==> src/rtl/panel_ctrl_fsm_pkg.sv <==
// Shared definitions for the appliance panel controller: state encoding and
// the order in which simultaneous panel events are resolved.
package panel_ctrl_fsm_pkg;

  typedef enum logic [1:0] {
    ST_OFF   = 2'd0,
    ST_RUN   = 2'd1,
    ST_PAUSE = 2'd2,
    ST_FAULT = 2'd3
  } state_e;

  // Lower value wins when several events land in the same clock.
  localparam int unsigned PRIO_ERR  = 32'd0;
  localparam int unsigned PRIO_OFF  = 32'd1;
  localparam int unsigned PRIO_OPEN = 32'd2;
  localparam int unsigned PRIO_ON   = 32'd3;

endpackage

==> src/rtl/panel_ctrl_fsm_tick_gen.sv <==
// Free-running prescaler: one-cycle tick every TICK_DIV clocks, never restarted
// by control events so tick phase is independent of the FSM.
module panel_tick_gen #(
  parameter int TICK_DIV = 500000
) (
  input  logic clk,
  input  logic reset,
  output logic tick
);

  localparam int CNT_W = $clog2(TICK_DIV);

  logic [CNT_W-1:0] cnt_r;
  logic [CNT_W-1:0] cnt_s;
  logic             tick_r;

  // next prescaler count
  always_comb begin
    cnt_s = cnt_r;
    if (cnt_r == CNT_W'(TICK_DIV - 1)) begin
      cnt_s = {CNT_W{1'b0}};
    end else begin
      cnt_s = cnt_r + CNT_W'(1);
    end
  end

  // count register; tick is registered so it is high exactly while cnt_r is at the top
  always_ff @(posedge clk or posedge reset) begin
    if (reset) begin
      cnt_r  <= {CNT_W{1'b0}};
      tick_r <= 1'b0;
    end else begin
      cnt_r  <= cnt_s;
      tick_r <= (cnt_s == CNT_W'(TICK_DIV - 1));
    end
  end

  assign tick = tick_r;

endmodule

==> src/rtl/panel_ctrl_fsm.sv <==
// Panel control: edge-detects the debounced buttons, runs the OFF/RUN/PAUSE/FAULT
// state machine, drives LEDs and buzzer, and accumulates RUN seconds.
module panel_ctrl_fsm
  import panel_ctrl_fsm_pkg::*;
#(
  parameter int TICK_DIV   = 500000,
  parameter int BEEP_TICKS = 20,
  parameter int SEC_TICKS  = 100,
  parameter int TIME_W     = 8
) (
  input  logic              clk_50MHz,
  input  logic              reset,
  input  logic              db_on,
  input  logic              db_off,
  input  logic              db_err,
  input  logic              db_open,
  input  logic              db_buzzer,
  output logic [1:0]        state,
  output logic              led_run,
  output logic              led_open,
  output logic              led_fault,
  output logic              buzzer_out,
  output logic [TIME_W-1:0] run_time
);

  localparam int BEEP_W = $clog2(BEEP_TICKS + 1);
  localparam int FCNT_W = (BEEP_TICKS > 1) ? $clog2(BEEP_TICKS) : 1;
  localparam int SEC_W  = (SEC_TICKS > 1) ? $clog2(SEC_TICKS) : 1;

  logic              tick_s;
  logic              prev_on_r, prev_off_r, prev_err_r, prev_open_r, prev_buzzer_r;
  logic              edge_on_s, edge_off_s, edge_err_s, edge_buzzer_s;
  state_e            state_r, state_s;
  logic              open_beep_s, beep_trig_s;
  logic [BEEP_W-1:0] beep_r, beep_s;
  logic              tog_r, tog_s;
  logic [FCNT_W-1:0] fcnt_r, fcnt_s;
  logic [SEC_W-1:0]  sec_r, sec_s;
  logic [TIME_W-1:0] run_time_r, run_time_s;
  logic              led_run_r, led_fault_r, buzzer_r;

  panel_tick_gen #(.TICK_DIV(TICK_DIV)) u_tick_gen (
    .clk   (clk_50MHz),
    .reset (reset),
    .tick  (tick_s)
  );

  assign edge_on_s     = db_on & ~prev_on_r;
  assign edge_off_s    = db_off & ~prev_off_r;
  assign edge_err_s    = db_err & ~prev_err_r;
  assign edge_buzzer_s = db_buzzer & ~prev_buzzer_r;

  // next state, resolving same-cycle events as err > off > open > on
  always_comb begin
    state_s     = state_r;
    open_beep_s = 1'b0;
    case (state_r)
      ST_OFF: begin
        if (edge_err_s) begin
          state_s = ST_FAULT;
        end else if (edge_off_s) begin
          state_s = ST_OFF;
        end else if (edge_on_s && db_open) begin
          open_beep_s = 1'b1;
        end else if (edge_on_s) begin
          state_s = ST_RUN;
        end else begin
          state_s = ST_OFF;
        end
      end
      ST_RUN: begin
        if (edge_err_s) begin
          state_s = ST_FAULT;
        end else if (edge_off_s) begin
          state_s = ST_OFF;
        end else if (db_open) begin
          state_s = ST_PAUSE;
        end else begin
          state_s = ST_RUN;
        end
      end
      ST_PAUSE: begin
        if (edge_err_s) begin
          state_s = ST_FAULT;
        end else if (edge_off_s) begin
          state_s = ST_OFF;
        end else if (!db_open) begin
          state_s = ST_RUN;
        end else begin
          state_s = ST_PAUSE;
        end
      end
      ST_FAULT: begin
        if (edge_off_s) begin
          state_s = ST_OFF;
        end else begin
          state_s = ST_FAULT;
        end
      end
      default: begin
        state_s = ST_OFF;
      end
    endcase
  end

  // beep counter, fault chirp and run-time counters
  always_comb begin
    beep_s      = beep_r;
    tog_s       = tog_r;
    fcnt_s      = fcnt_r;
    sec_s       = sec_r;
    run_time_s  = run_time_r;
    beep_trig_s = (edge_buzzer_s && (state_r != ST_FAULT)) || open_beep_s;

    // a load beats a coincident tick so a retrigger always gives a full beep
    if ((state_r == ST_FAULT) && (state_s != ST_FAULT)) begin
      beep_s = {BEEP_W{1'b0}};
    end else if (beep_trig_s) begin
      beep_s = BEEP_W'(BEEP_TICKS);
    end else if (tick_s && (beep_r != {BEEP_W{1'b0}})) begin
      beep_s = beep_r - BEEP_W'(1);
    end else begin
      beep_s = beep_r;
    end

    if ((state_s == ST_FAULT) && (state_r != ST_FAULT)) begin
      tog_s  = 1'b1;
      fcnt_s = {FCNT_W{1'b0}};
    end else if (state_s != ST_FAULT) begin
      tog_s  = 1'b0;
      fcnt_s = {FCNT_W{1'b0}};
    end else if (tick_s) begin
      if (fcnt_r == FCNT_W'(BEEP_TICKS - 1)) begin
        fcnt_s = {FCNT_W{1'b0}};
        tog_s  = ~tog_r;
      end else begin
        fcnt_s = fcnt_r + FCNT_W'(1);
      end
    end else begin
      tog_s  = tog_r;
      fcnt_s = fcnt_r;
    end

    if (state_s == ST_OFF) begin
      sec_s      = {SEC_W{1'b0}};
      run_time_s = {TIME_W{1'b0}};
    end else if ((state_r == ST_RUN) && tick_s) begin
      if (sec_r == SEC_W'(SEC_TICKS - 1)) begin
        sec_s = {SEC_W{1'b0}};
        if (run_time_r != {TIME_W{1'b1}}) begin
          run_time_s = run_time_r + TIME_W'(1);
        end else begin
          run_time_s = run_time_r;
        end
      end else begin
        sec_s = sec_r + SEC_W'(1);
      end
    end else begin
      sec_s      = sec_r;
      run_time_s = run_time_r;
    end
  end

  // state, history and counter registers; outputs registered from next-state values
  always_ff @(posedge clk_50MHz or posedge reset) begin
    if (reset) begin
      state_r       <= ST_OFF;
      prev_on_r     <= 1'b0;
      prev_off_r    <= 1'b0;
      prev_err_r    <= 1'b0;
      prev_open_r   <= 1'b0;
      prev_buzzer_r <= 1'b0;
      beep_r        <= {BEEP_W{1'b0}};
      tog_r         <= 1'b0;
      fcnt_r        <= {FCNT_W{1'b0}};
      sec_r         <= {SEC_W{1'b0}};
      run_time_r    <= {TIME_W{1'b0}};
      led_run_r     <= 1'b0;
      led_fault_r   <= 1'b0;
      buzzer_r      <= 1'b0;
    end else begin
      state_r       <= state_s;
      prev_on_r     <= db_on;
      prev_off_r    <= db_off;
      prev_err_r    <= db_err;
      prev_open_r   <= db_open;
      prev_buzzer_r <= db_buzzer;
      beep_r        <= beep_s;
      tog_r         <= tog_s;
      fcnt_r        <= fcnt_s;
      sec_r         <= sec_s;
      run_time_r    <= run_time_s;
      led_run_r     <= (state_s == ST_RUN);
      led_fault_r   <= (state_s == ST_FAULT);
      buzzer_r      <= (state_s == ST_FAULT) ? tog_s : (beep_s != {BEEP_W{1'b0}});
    end
  end

  assign state      = state_r;
  assign led_run    = led_run_r;
  assign led_fault  = led_fault_r;
  assign led_open   = db_open;
  assign buzzer_out = buzzer_r;
  assign run_time   = run_time_r;

endmodule
==> config.mk <==
export PLATFORM = sky130hd
export DESIGN_NAME = panel_ctrl_fsm
export DESIGN_NICKNAME = d
export VERILOG_FILES = /design/src/rtl/panel_ctrl_fsm_pkg.sv /design/src/rtl/panel_ctrl_fsm_tick_gen.sv /design/src/rtl/panel_ctrl_fsm.sv
export SDC_FILE = /design/constraint.sdc
export NUM_CORES = 1
export LEC_CHECK = 0
export CAP_MARGIN = 5
export CORE_UTILIZATION = 50
export CTS_BUF_LIST = sky130_fd_sc_hd__clkbuf_4 sky130_fd_sc_hd__clkbuf_8
export DETAILED_ROUTE_END_ITERATION = 16
export GPL_ROUTABILITY_DRIVEN = 1
export GPL_TIMING_DRIVEN = 0
export PLACE_DENSITY = 0.72
export SLEW_MARGIN = 5
export SYNTH_ARGS = -nofsm -noshare
export SYNTH_HDL_FRONTEND = slang
export SYNTH_HIERARCHICAL = 1
export SYNTH_SLANG_ARGS = --single-unit
==> constraint.sdc <==
create_clock -name clk_50MHz -period 2 [get_ports clk_50MHz]
set_input_delay 0.4 -clock clk_50MHz [delete_from_list [all_inputs] [get_ports clk_50MHz]]
set_output_delay 0.4 -clock clk_50MHz [all_outputs]
set_load 0.01 [all_outputs]
==> qor.txt, run 1 <==
Outcome: finished with violations
Failing checks: negative setup slack
Synth Area in Compound Gates: 0.09646
Met3 WL: 190 um
Worst path slowest cell: or4_4
Vias per cell: 5.524
Critical path endpoint category: flop
Die Y: 79.92 um
Syn_area_per_cell: 9.456 um2
Site Rows: 28
Leak Pwr: 1.486 nW
Kind of critical path: reg -> reg
Total power: 2.886 mW
Slew margin rel.: 0.5088
Final Hold Vio Count: 0
Post-DP HPWL: 4213 um
Clock Latency Late Sink: 0.31 ns
Max_cap viols: 0
Syn Inst Count: 321
Crit path max-delay family: simple AND/OR/NAND/NOR gates
Fin Hold WS: 0.5446 ns
TritonCTS clock tree: yes
TritonCTS Sinks: 55
Initial core utilization: 0.5157
Total GRT Usage: 0.2063
Crit. path cell count: 7
Final layout net count: 370
Post-Place Cells: 416
Warnings from Yosys: 6
H-tree depth: 2
F_max: 466.4 MHz
Max-slew violation count: 0
Core area: 5886 um2
Routed length on met2: 2860 um
Initial antenna violation count: 0
Worst hold path class: reg -> reg
Hold depth: 1
Layout cells sized above 1: 0.1798
Post-Layout Cell Count: 431
Final setup violation count: 1
Die area: 6386 um2
Detailed-route DRC error count: 0
GR Overflow Total: 0
Post-Synth XOR/XNOR Area: 0.08656
DR iter-0 viols: 105
Largest net degree at the start of global routing: 36
Final period utilization: 1.072
Area delta synth->final: 20.36%
Distinct cells, synth: 53
Drt first pass iters: 4
Most common cell after layout, fill and taps aside: dfrtp_1
Vias in the first global route: 2282
Ranking of synthesized cells by area: dfrtp_1 45%, xnor2_1 5.5%, nor2_1 4.6%, ha_1 3.3%, xor2_1 3.2%
Mapped Area: 3035 um2
Pwr Density: 790.0 nW/um2
Async SR Flop Fraction: 1.000
Syn Nets: 336
GP Congestion: 0.8553
Diodes inserted: 0
Synth top area share: 0.4534
Routed WL: 5936 um
Simple-gate area share of the yosys netlist: 0.2815
WP buf/inv: 1
Mux contribution to synthesized area: 0.007007
CTS Buffer Depth: 2
Clk slew on worst S/H paths: 0.09 ns
Fin Clk Skew: 0.008058 ns
Post-Synth Adder-Cell Area: 0.03298
Number of synthesized flops with an enable pin: 0
M1 WL: 2829 um
Final Core Density: 0.6207
RSZ-0062 raised after global routing: true
CP peak stage delay: 0.56 ns
Critical path data arrival time: 2.37 ns
Register area share after synthesis: 0.4534
Hold_buf cts: 0
Place WS: -0.3699 ns
DIE WIDTH: 79.92 um
Highest Signal Layer: met4
Final ANT Viol Nets: 0
CP Launch Type: flop
Critical Path, Cell by Cell: clkbuf_4, nand4_1, nor4_2, nand3_1, xor2_1, or4_4, nor4_4
Final min period: 2.144 ns
PnR worst setup slack: -0.1443 ns
Critical Path Fanout Max: 7
I/O pins: 21
CTS buffer count: 5
Worst-margin pin slew: 0.7360 ns
Area leader, netlist: dfrtp_1
Worst R2R Path Depth: 7
Port Buffers: 20
Clk root buf: clkbuf_8
Routed len/inst: 13.77 um
Maximum vdd drop: 447.3 uV
#FFs+latches synth: 55
Critical Path RT: 2.22 ns
Via count: 2381
Prevailing post-synth register cell: dfrtp_1
First-pass GRT wire length: 10320 um
Commonest non-fill, non-tap cells in the layout: 50 x dfrtp_1, 36 x nor2_1, 23 x nand2_1, 19 x xnor2_1, 19 x clkdlybuf4s50_1
Largest family of logic cells by synthesized area: simple AND/OR/NAND/NOR gates
[cell type report]
| type | instances | area (um2) |
|---|---|---|
| Fill cell | 481 | 2232 |
| Tap cell | 75 | 93.84 |
| Clock buffer | 6 | 76.32 |
| Multi-Input combinational cell | 240 | 1648 |
| Clock inverter | 2 | 60.06 |
| Buffer | 13 | 92.59 |
| Sequential cell | 55 | 1383 |
| Inverter | 13 | 48.80 |
| Timing Repair Buffer | 27 | 251.5 |
[sequential cells by signal, summed over array words and instances, names as in the netlist]
register and cells:
led_run 1, u_tick_gen/tick 1, u_tick_gen/cnt_r 19, tog_r 1, prev_err_r 1, beep_r 5
prev_off_r 1, prev_on_r 1, fcnt_r 5, state 2, prev_buzzer_r 1, run_time 8
led_fault 1, buzzer_out 1, sec_r 7
[metal layers]
layer  vias to the layer above  GRT usage
met5                         -          0
met4                         0    0.06429
met3                         4    0.04457
met2                        40     0.3590
met1                      1138     0.2536
li1                       1199          -
[power by group]
| part | switching [mW] | internal, mW |
|---|---|---|
| combinational | 0.439 | 0.314 |
| clock | 0.356 | 0.514 |
| sequential | 0.0738 | 1.19 |
[logic make-up (layout without fill, tap and decap cells)]
group | after synthesis | after routing
simple gates | 152 | 152
xor+xnor | 30 | 30
compound gates | 48 | 48
mux | 2 | 2
buf+inv | 26 | 61
fa+ha+maj | 8 | 8
flops | 55 | 55
[worst paths after layout]
path                                       from              endpoint  slack [ns]
setup / recovery           u_tick_gen/cnt_r[13]       u_tick_gen/tick       -0.14
hold / removal              u_tick_gen/cnt_r[0]   u_tick_gen/cnt_r[0]        0.54
hold reg to reg             u_tick_gen/cnt_r[0]   u_tick_gen/cnt_r[0]        0.54
max in group asynchronous                 reset  u_tick_gen/cnt_r[12]        0.92
min in group asynchronous                 reset             fcnt_r[4]        0.55
setup reg to reg           u_tick_gen/cnt_r[13]       u_tick_gen/tick       -0.14
[cells in the mapped netlist, types with 5 or more instances]
| library cell | instances |
|---|---|
| dfrtp_1 | 55 |
| nor2_1 | 37 |
| nand2_1 | 23 |
| a21oi_1 | 19 |
| xnor2_1 | 19 |
| nor3_1 | 16 |
| nand3_1 | 14 |
| inv_1 | 13 |
| nand4_1 | 11 |
| xor2_1 | 11 |
| o21ai_0 | 10 |
| nor2b_1 | 9 |
| ha_1 | 8 |
| a31oi_1 | 6 |
| nor4_1 | 5 |
[per-stage QoR]
stage	instance area [um2]	setup TNS, ns
after detailed placement	3359	-6.719
after global placement	3359	-6.634
final	3654	-0.1443
after global routing	3654	-0.2376
after floorplan	3065	-0.002682
after CTS	3573	-0.1704
[timing repair]
item,CTS,global route
pin swaps,4,6
setup endpoints to repair,11,17
setup buffers,5,2
gates resized for setup,11,17
(Power assumes the default switching activity.)
==> inputs of run 2 (changes only) <==
Settings changed: PLACE_DENSITY 0.72 to 0.81.
==> run 2 against run 1 <==
Net effect: the run still ends with negative setup slack left; utilization rose by 2.3 points; routed wire length rose by 12%; register-to-register slack lost 0.04 ns; fmax fell by 2.0%; largest power group unchanged; highest routed layer unchanged.
==> qor.txt, run 2 (synthesized netlist as in run 1, its figures left out) <==
I/O pins: 21 (unchanged)
Place WS: -0.3271 ns (was -0.3699 ns)
Fin Hold WS: 0.5428 ns (was 0.5446 ns)
Layout fillers: 451 (was 481)
CP endpoint: u_tick_gen/tick (unchanged)
Leak Pwr: 1.573 nW (was 1.486 nW)
Critical Path RT: 2.22 ns (about the same)
Final Core Density: 0.6437 (was 0.6207)
Clock Latency Late Sink: 0.31 ns (about the same)
Detailed-route DRC error count: 0 (unchanged)
DIE WIDTH: 79.92 um (unchanged)
Port Buffers: 20 (unchanged)
Largest reg by FF count: u_tick_gen/cnt_r (unchanged)
Core area: 5886 um2 (unchanged)
Sequential share of power: 0.469 (was 0.438)
Site Rows: 28 (unchanged)
Fin Clk Skew: 0.01176 ns (was 0.008058 ns)
CP Launch Type: flop (unchanged)
Register area: 1386 um2 (was 1383 um2)
Failing checks: negative setup slack (unchanged)
CTS buffer count: 5 (unchanged)
Initial core utilization: 0.5157 (unchanged)
GP Congestion: 0.9446 (was 0.8553)
Drt first pass iters: 4 (unchanged)
CP dominant cell by count: nor4_2
Worst path slowest cell: or4_4 (unchanged)
F_max: 457.2 MHz (was 466.4 MHz)
Via count: 2562 (was 2381)
Worst R2R Path Depth: 8 (was 7)
Critical Path Fanout Max: 5 (was 7)
Total GRT Usage: 0.2089 (was 0.2063)
Max reg flops: 19 (unchanged)
Internal power: 1.825 mW (was 2.017 mW)
Hold_buf cts: 0 (unchanged)
Slew margin rel.: 0.4883 (was 0.5088)
Area occupied by multi-input gates: 1673 um2 (was 1648 um2)
Die Y: 79.92 um (unchanged)
Critical path data arrival time: 2.40 ns (was 2.37 ns)
Final period utilization: 1.094 (was 1.072)
Total power: 2.702 mW (was 2.886 mW)
Outcome: finished with violations (unchanged)
Largest net degree at the start of global routing: 36 (unchanged)
Layout cells sized above 1: 0.2386 (was 0.1798)
Gate power share: 0.277 (was 0.261)
R2R Path Start: u_tick_gen/cnt_r[0] (was u_tick_gen/cnt_r[13])
Worst-margin pin slew: 0.7668 ns (was 0.7360 ns)
Flop-to-flop setup slack: -0.19 ns (was -0.14 ns)
Maximum vdd drop: 499.5 uV (was 447.3 uV)
Pwr Density: 713.2 nW/um2 (was 790.0 nW/um2)
Max-slew violation count: 0 (unchanged)
TritonCTS clock tree: yes (unchanged)
Critical path endpoint category: flop (unchanged)
PnR worst setup slack: -0.1871 ns (was -0.1443 ns)
RSZ-0062 raised after global routing: true (unchanged)
Commonest non-fill, non-tap cells in the layout: 47 x dfrtp_1, 37 x nor2_1, 25 x buf_4, 21 x nand2_1 (was 50 x dfrtp_1, 36 x nor2_1, 23 x nand2_1, 19 x xnor2_1, 19 x clkdlybuf4s50_1)
GR Overflow Total: 0 (unchanged)
Clk root buf: clkbuf_8 (unchanged)
Worst Setup SP: u_tick_gen/cnt_r[0] (was u_tick_gen/cnt_r[13])
H-tree depth: 2 (unchanged)
Final setup violation count: 1 (unchanged)
Final min period: 2.187 ns (was 2.144 ns)
Most common cell after layout, fill and taps aside: dfrtp_1 (unchanged)
Worst hold path class: reg -> reg (unchanged)
CP peak stage delay: 0.52 ns (was 0.56 ns)
Diodes inserted: 0 (unchanged)
Part of the power in the clock network: 0.254 (was 0.301)
Initial antenna violation count: 0 (unchanged)
DR iter-0 viols: 181 (was 105)
Clk slew on worst S/H paths: 0.10 ns (was 0.09 ns)
Final layout net count: 387 (was 370)
Post-DP HPWL: 4205 um (was 4213 um)
Routed len/inst: 14.79 um (was 13.77 um)
Switching fraction of total power: 0.3245 (was 0.3010)
Critical Path, Cell by Cell: buf_6, ha_4, nand3_4, nor4_2, nand4_1, xor2_1, or4_4, nor4_2 (was clkbuf_4, nand4_1, nor4_2, nand3_1, xor2_1, or4_4, nor4_4)
Vias per cell: 5.719 (was 5.524)
Final Hold Vio Count: 0 (unchanged)
Final ANT Viol Nets: 0 (unchanged)
First-pass GRT wire length: 10440 um (was 10320 um)
Max_cap viols: 0 (unchanged)
Area delta synth->final: 24.81% (was 20.36%)
Capturing point of the worst reg2reg path: u_tick_gen/tick (unchanged)
Die area: 6386 um2 (unchanged)
Kind of critical path: reg -> reg (unchanged)
Sw Pwr: 0.8769 mW (was 0.8689 mW)
CTS Buffer Depth: 2 (unchanged)
TritonCTS Sinks: 55 (unchanged)
Vias in the first global route: 2393 (was 2282)
Routed WL: 6624 um (was 5936 um)
-- run 2: changes by cell type in the layout (fill, tap and decap cells not counted), moves of 2 or more --
cell / delta
clkbuf_4: -2
bufinv_16: -2
buf_4: +16
dfrtp_1: -3
nand2_2: +2
clkbuf_8: +2
nand2_1: -2
dfrtp_2: +3
buf_6: +3
-- run 2: cell type report --
cell class | count | area share
buffer | 12 | 0.02246
inverter | 13 | 0.01288
tap | 75 | 0.02477
timing repair buffer | 45 | 0.1050
clock buffer | 8 | 0.02741
multi-input combinational | 240 | 0.4415
sequential | 55 | 0.3659
-- run 2: repair_timing --
item | in CTS | in global routing
pin swaps | 7 | 17
endpoints found under the setup margin | 12 | 29
resized for setup | 11 | 34
setup buffers | 12 | 13
cloned | 0 | 0
-- run 2: stage by stage --
stage          std cells   TNS (ns)  instance area (um2)
4_1_cts              436    -0.1847                 3590
6_report             448    -0.1871                 3789
2_1_floorplan        321  -0.002682                 3065
3_5_place_dp         416     -6.110                 3359
3_3_place_gp         416     -5.659                 3359
5_1_grt              448    -0.5215                 3789
-- run 2: worst min-delay path by stage --
stage / slack [ns] / to / startpoint / cells after the start
2_1_floorplan: 0.36 / u_tick_gen/cnt_r[0] / reset / 1
3_3_place_gp: 0.52 / u_tick_gen/cnt_r[14] / u_tick_gen/cnt_r[14] / 1
3_5_place_dp: 0.53 / u_tick_gen/cnt_r[14] / u_tick_gen/cnt_r[14] / 1
4_1_cts: 0.54 / prev_buzzer_r / db_buzzer / 1
5_1_grt: 0.54 / prev_buzzer_r / db_buzzer / 1
6_report: 0.54 / u_tick_gen/cnt_r[12] / u_tick_gen/cnt_r[12] / 1
-- run 2: power by group through the flow --
stage | registers (mW) | logic (mW) | clock network, mW
finish | 1.27 | 0.747 | 0.687
floorplan | 1.29 | 0.456 | 0
global route | 1.28 | 0.832 | 0.753
detailed placement | 1.29 | 0.704 | 0
CTS | 1.26 | 0.715 | 0.705
global placement | 1.28 | 0.679 | 0
-- run 2: routing by layer --
metal	vias to the layer above	share of wire	GRT usage	routed length, um
met4	0	0.024	0.1000	161
met1	1263	0.43	0.2489	2842
met3	15	0.025	0.04229	165
li1	1237	-	-	-
met5	-	0	0	0
met2	47	0.52	0.3581	3454
-- run 2: worst max-delay path, delay by kind of cell (launching register included) --
kind                     cells  cell delay, ns
adder cells (fa/ha/maj)      1            0.17
flip-flops                   1            0.39
buffers and inverters        1            0.11
XOR/XNOR                     1            0.19
AND/OR/NAND/NOR              5            1.23
==> inputs of run 3 (changes only) <==
Settings changed: CORE_UTILIZATION 50 to 40, PLACE_DENSITY 0.81 to 0.69.
==> run 3 against run 2 <==
Net effect: the run still ends with negative setup slack left; clock-buffer cell count down 3; largest cell class unchanged; worst hold slack worse by 0.028 ns; fmax down 0.36%.
==> qor.txt, run 3 (synthesized netlist as in run 1, its figures left out) <==
Outcome: finished with violations (unchanged)
Failing checks: negative setup slack (unchanged)
Register area: 1384 um2 (was 1386 um2)
Pwr Density: 720.7 nW/um2 (was 713.2 nW/um2)
Worst hold path class: reg -> reg (unchanged)
Clock Latency Late Sink: 0.31 ns (about the same)
CTS buffer count: 5 (unchanged)
GR Overflow Total: 0 (unchanged)
RSZ-0062 raised after global routing: true (unchanged)
Via count: 2508 (was 2562)
Port Buffers: 20 (unchanged)
Hold_buf cts: 0 (unchanged)
Maximum vdd drop: 265.0 uV (was 499.5 uV)
PnR worst setup slack: -0.1949 ns (was -0.1871 ns)
Area occupied by multi-input gates: 1695 um2 (was 1673 um2)
Vias per cell: 5.394 (was 5.719)
Kind of critical path: reg -> reg (unchanged)
Clk slew on worst S/H paths: 0.10 ns (about the same)
First-pass GRT wire length: 10640 um (was 10440 um)
Final setup violation count: 1 (unchanged)
Drt first pass iters: 4 (unchanged)
GP Congestion: 0.8515 (was 0.9446)
Critical path endpoint category: flop (unchanged)
Leak Pwr: 1.564 nW (was 1.573 nW)
Final ANT Viol Nets: 0 (unchanged)
Final min period: 2.195 ns (was 2.187 ns)
Post-Place Cells: 440 (was 416)
Die area: 7941 um2 (was 6386 um2)
Final Hold Vio Count: 0 (unchanged)
Layout cells sized above 1: 0.2049 (was 0.2386)
Diodes inserted: 0 (unchanged)
Site Rows: 31 (was 28)
F_max: 455.6 MHz (was 457.2 MHz)
Max_cap viols: 0 (unchanged)
Final layout net count: 380 (was 387)
Detailed-route DRC error count: 0 (unchanged)
Commonest non-fill, non-tap cells in the layout: 49 x dfrtp_1, 36 x nor2_1, 23 x nand2_1, 20 x buf_4 (was 47 x dfrtp_1, 37 x nor2_1, 25 x buf_4, 21 x nand2_1)
Critical Path Fanout Max: 6 (was 5)
Initial antenna violation count: 0 (unchanged)
Largest net degree at the start of global routing: 36 (unchanged)
Fin Clk Skew: 0.01430 ns (was 0.01176 ns)
I/O pins: 21 (unchanged)
Area delta synth->final: 24.03% (was 24.81%)
Initial core utilization: 0.4163 (was 0.5157)
TritonCTS Sinks: 55 (unchanged)
Max reg flops: 19 (unchanged)
CP Launch Type: flop (unchanged)
CTS Buffer Depth: 2 (unchanged)
Die Y: 89.11 um (was 79.92 um)
Layout fillers: 691 (was 451)
DR iter-0 viols: 140 (was 181)
Max-slew violation count: 0 (unchanged)
Critical Path RT: 2.21 ns (was 2.22 ns)
Setup tns final: -0.1949 ns (was -0.1871 ns)
Total GRT Usage: 0.1719 (was 0.2089)
Largest reg by FF count: u_tick_gen/cnt_r (unchanged)
Post-DP HPWL: 4296 um (was 4205 um)
TritonCTS clock tree: yes (unchanged)
Critical path data arrival time: 2.41 ns (was 2.40 ns)
Routed len/inst: 13.52 um (was 14.79 um)
Post-Layout Cell Count: 465 (was 448)
Slew margin rel.: 0.4954 (was 0.4883)
Final period utilization: 1.097 (was 1.094)
Clk root buf: clkbuf_8 (unchanged)
Vias in the first global route: 2344 (was 2393)
Worst-margin pin slew: 0.7561 ns (was 0.7668 ns)
Core area: 7292 um2 (was 5886 um2)
Routed WL: 6288 um (was 6624 um)
DIE WIDTH: 89.11 um (was 79.92 um)
H-tree depth: 2 (unchanged)
Most common cell after layout, fill and taps aside: dfrtp_1 (unchanged)
==> run 3: worst paths after layout <==
path,from,endpoint,slack [ns],depth (start not counted)
max,u_tick_gen/cnt_r[1],u_tick_gen/tick,-0.19,7
min,u_tick_gen/cnt_r[0],u_tick_gen/cnt_r[0],0.51,1
max reg2reg,u_tick_gen/cnt_r[1],u_tick_gen/tick,-0.19,7
min reg2reg,u_tick_gen/cnt_r[0],u_tick_gen/cnt_r[0],0.51,1
max in group asynchronous,reset,u_tick_gen/cnt_r[11],0.91,2
min in group asynchronous,reset,prev_off_r,0.54,2
==> run 3: report_power, final <==
group          leakage [nW]  total [mW]  internal, mW  switching (mW)
clock                0.0443       0.623         0.251           0.372
combinational         0.800       0.822         0.335           0.487
sequential            0.720        1.27          1.19          0.0767
total                  1.56        2.71          1.78           0.935
==> run 3: final cells by class <==
class,count,share of cell area
Sequential cell,55,0.3676
Clock buffer,5,0.01828
Clock inverter,3,0.006647
Buffer,13,0.02459
Multi-Input combinational cell,240,0.4503
Inverter,13,0.01296
Tap cell,99,0.03290
Timing Repair Buffer,37,0.08674
==> run 3: timing repair <==
| action | CTS | global route |
|---|---|---|
| setup endpoints to repair | 19 | 28 |
| buffers inserted | 11 | 6 |
| pin swaps | 4 | 7 |
| resized for setup | 13 | 23 |
==> run 3: metal layers <==
layer,vias up,track usage,part of all wire
li1,1226,-,-
met1,1220,0.2124,0.46
met2,50,0.3040,0.49
met3,12,0.03324,0.036
met4,0,0.05195,0.019
met5,-,0,0
==> run 3: through the flow <==
step                      hold WS (ns)  cell area (um2)  setup slack (ns)  utilization  total power, mW
after floorplan                 0.3638             3065         -0.002682            -            1.747
after global routing            0.5277             3765           -0.2856       0.5163            2.913
final                           0.5146             3765           -0.1949       0.5163            2.713
after CTS                       0.5146             3612           -0.1577       0.4954            2.666
after global placement          0.5302             3390           -0.3117       0.4648            1.979
after detailed placement        0.5449             3390           -0.4038       0.4648            2.003
==> run 3: worst max-delay path, stage by stage, from the launching register on <==
cell     delay, ns
dfrtp_2       0.46
ha_4          0.20
and3_4        0.20
nand2_1       0.09
nor2_1        0.06
or3b_1        0.36
or4_4         0.50
nor4_4        0.22
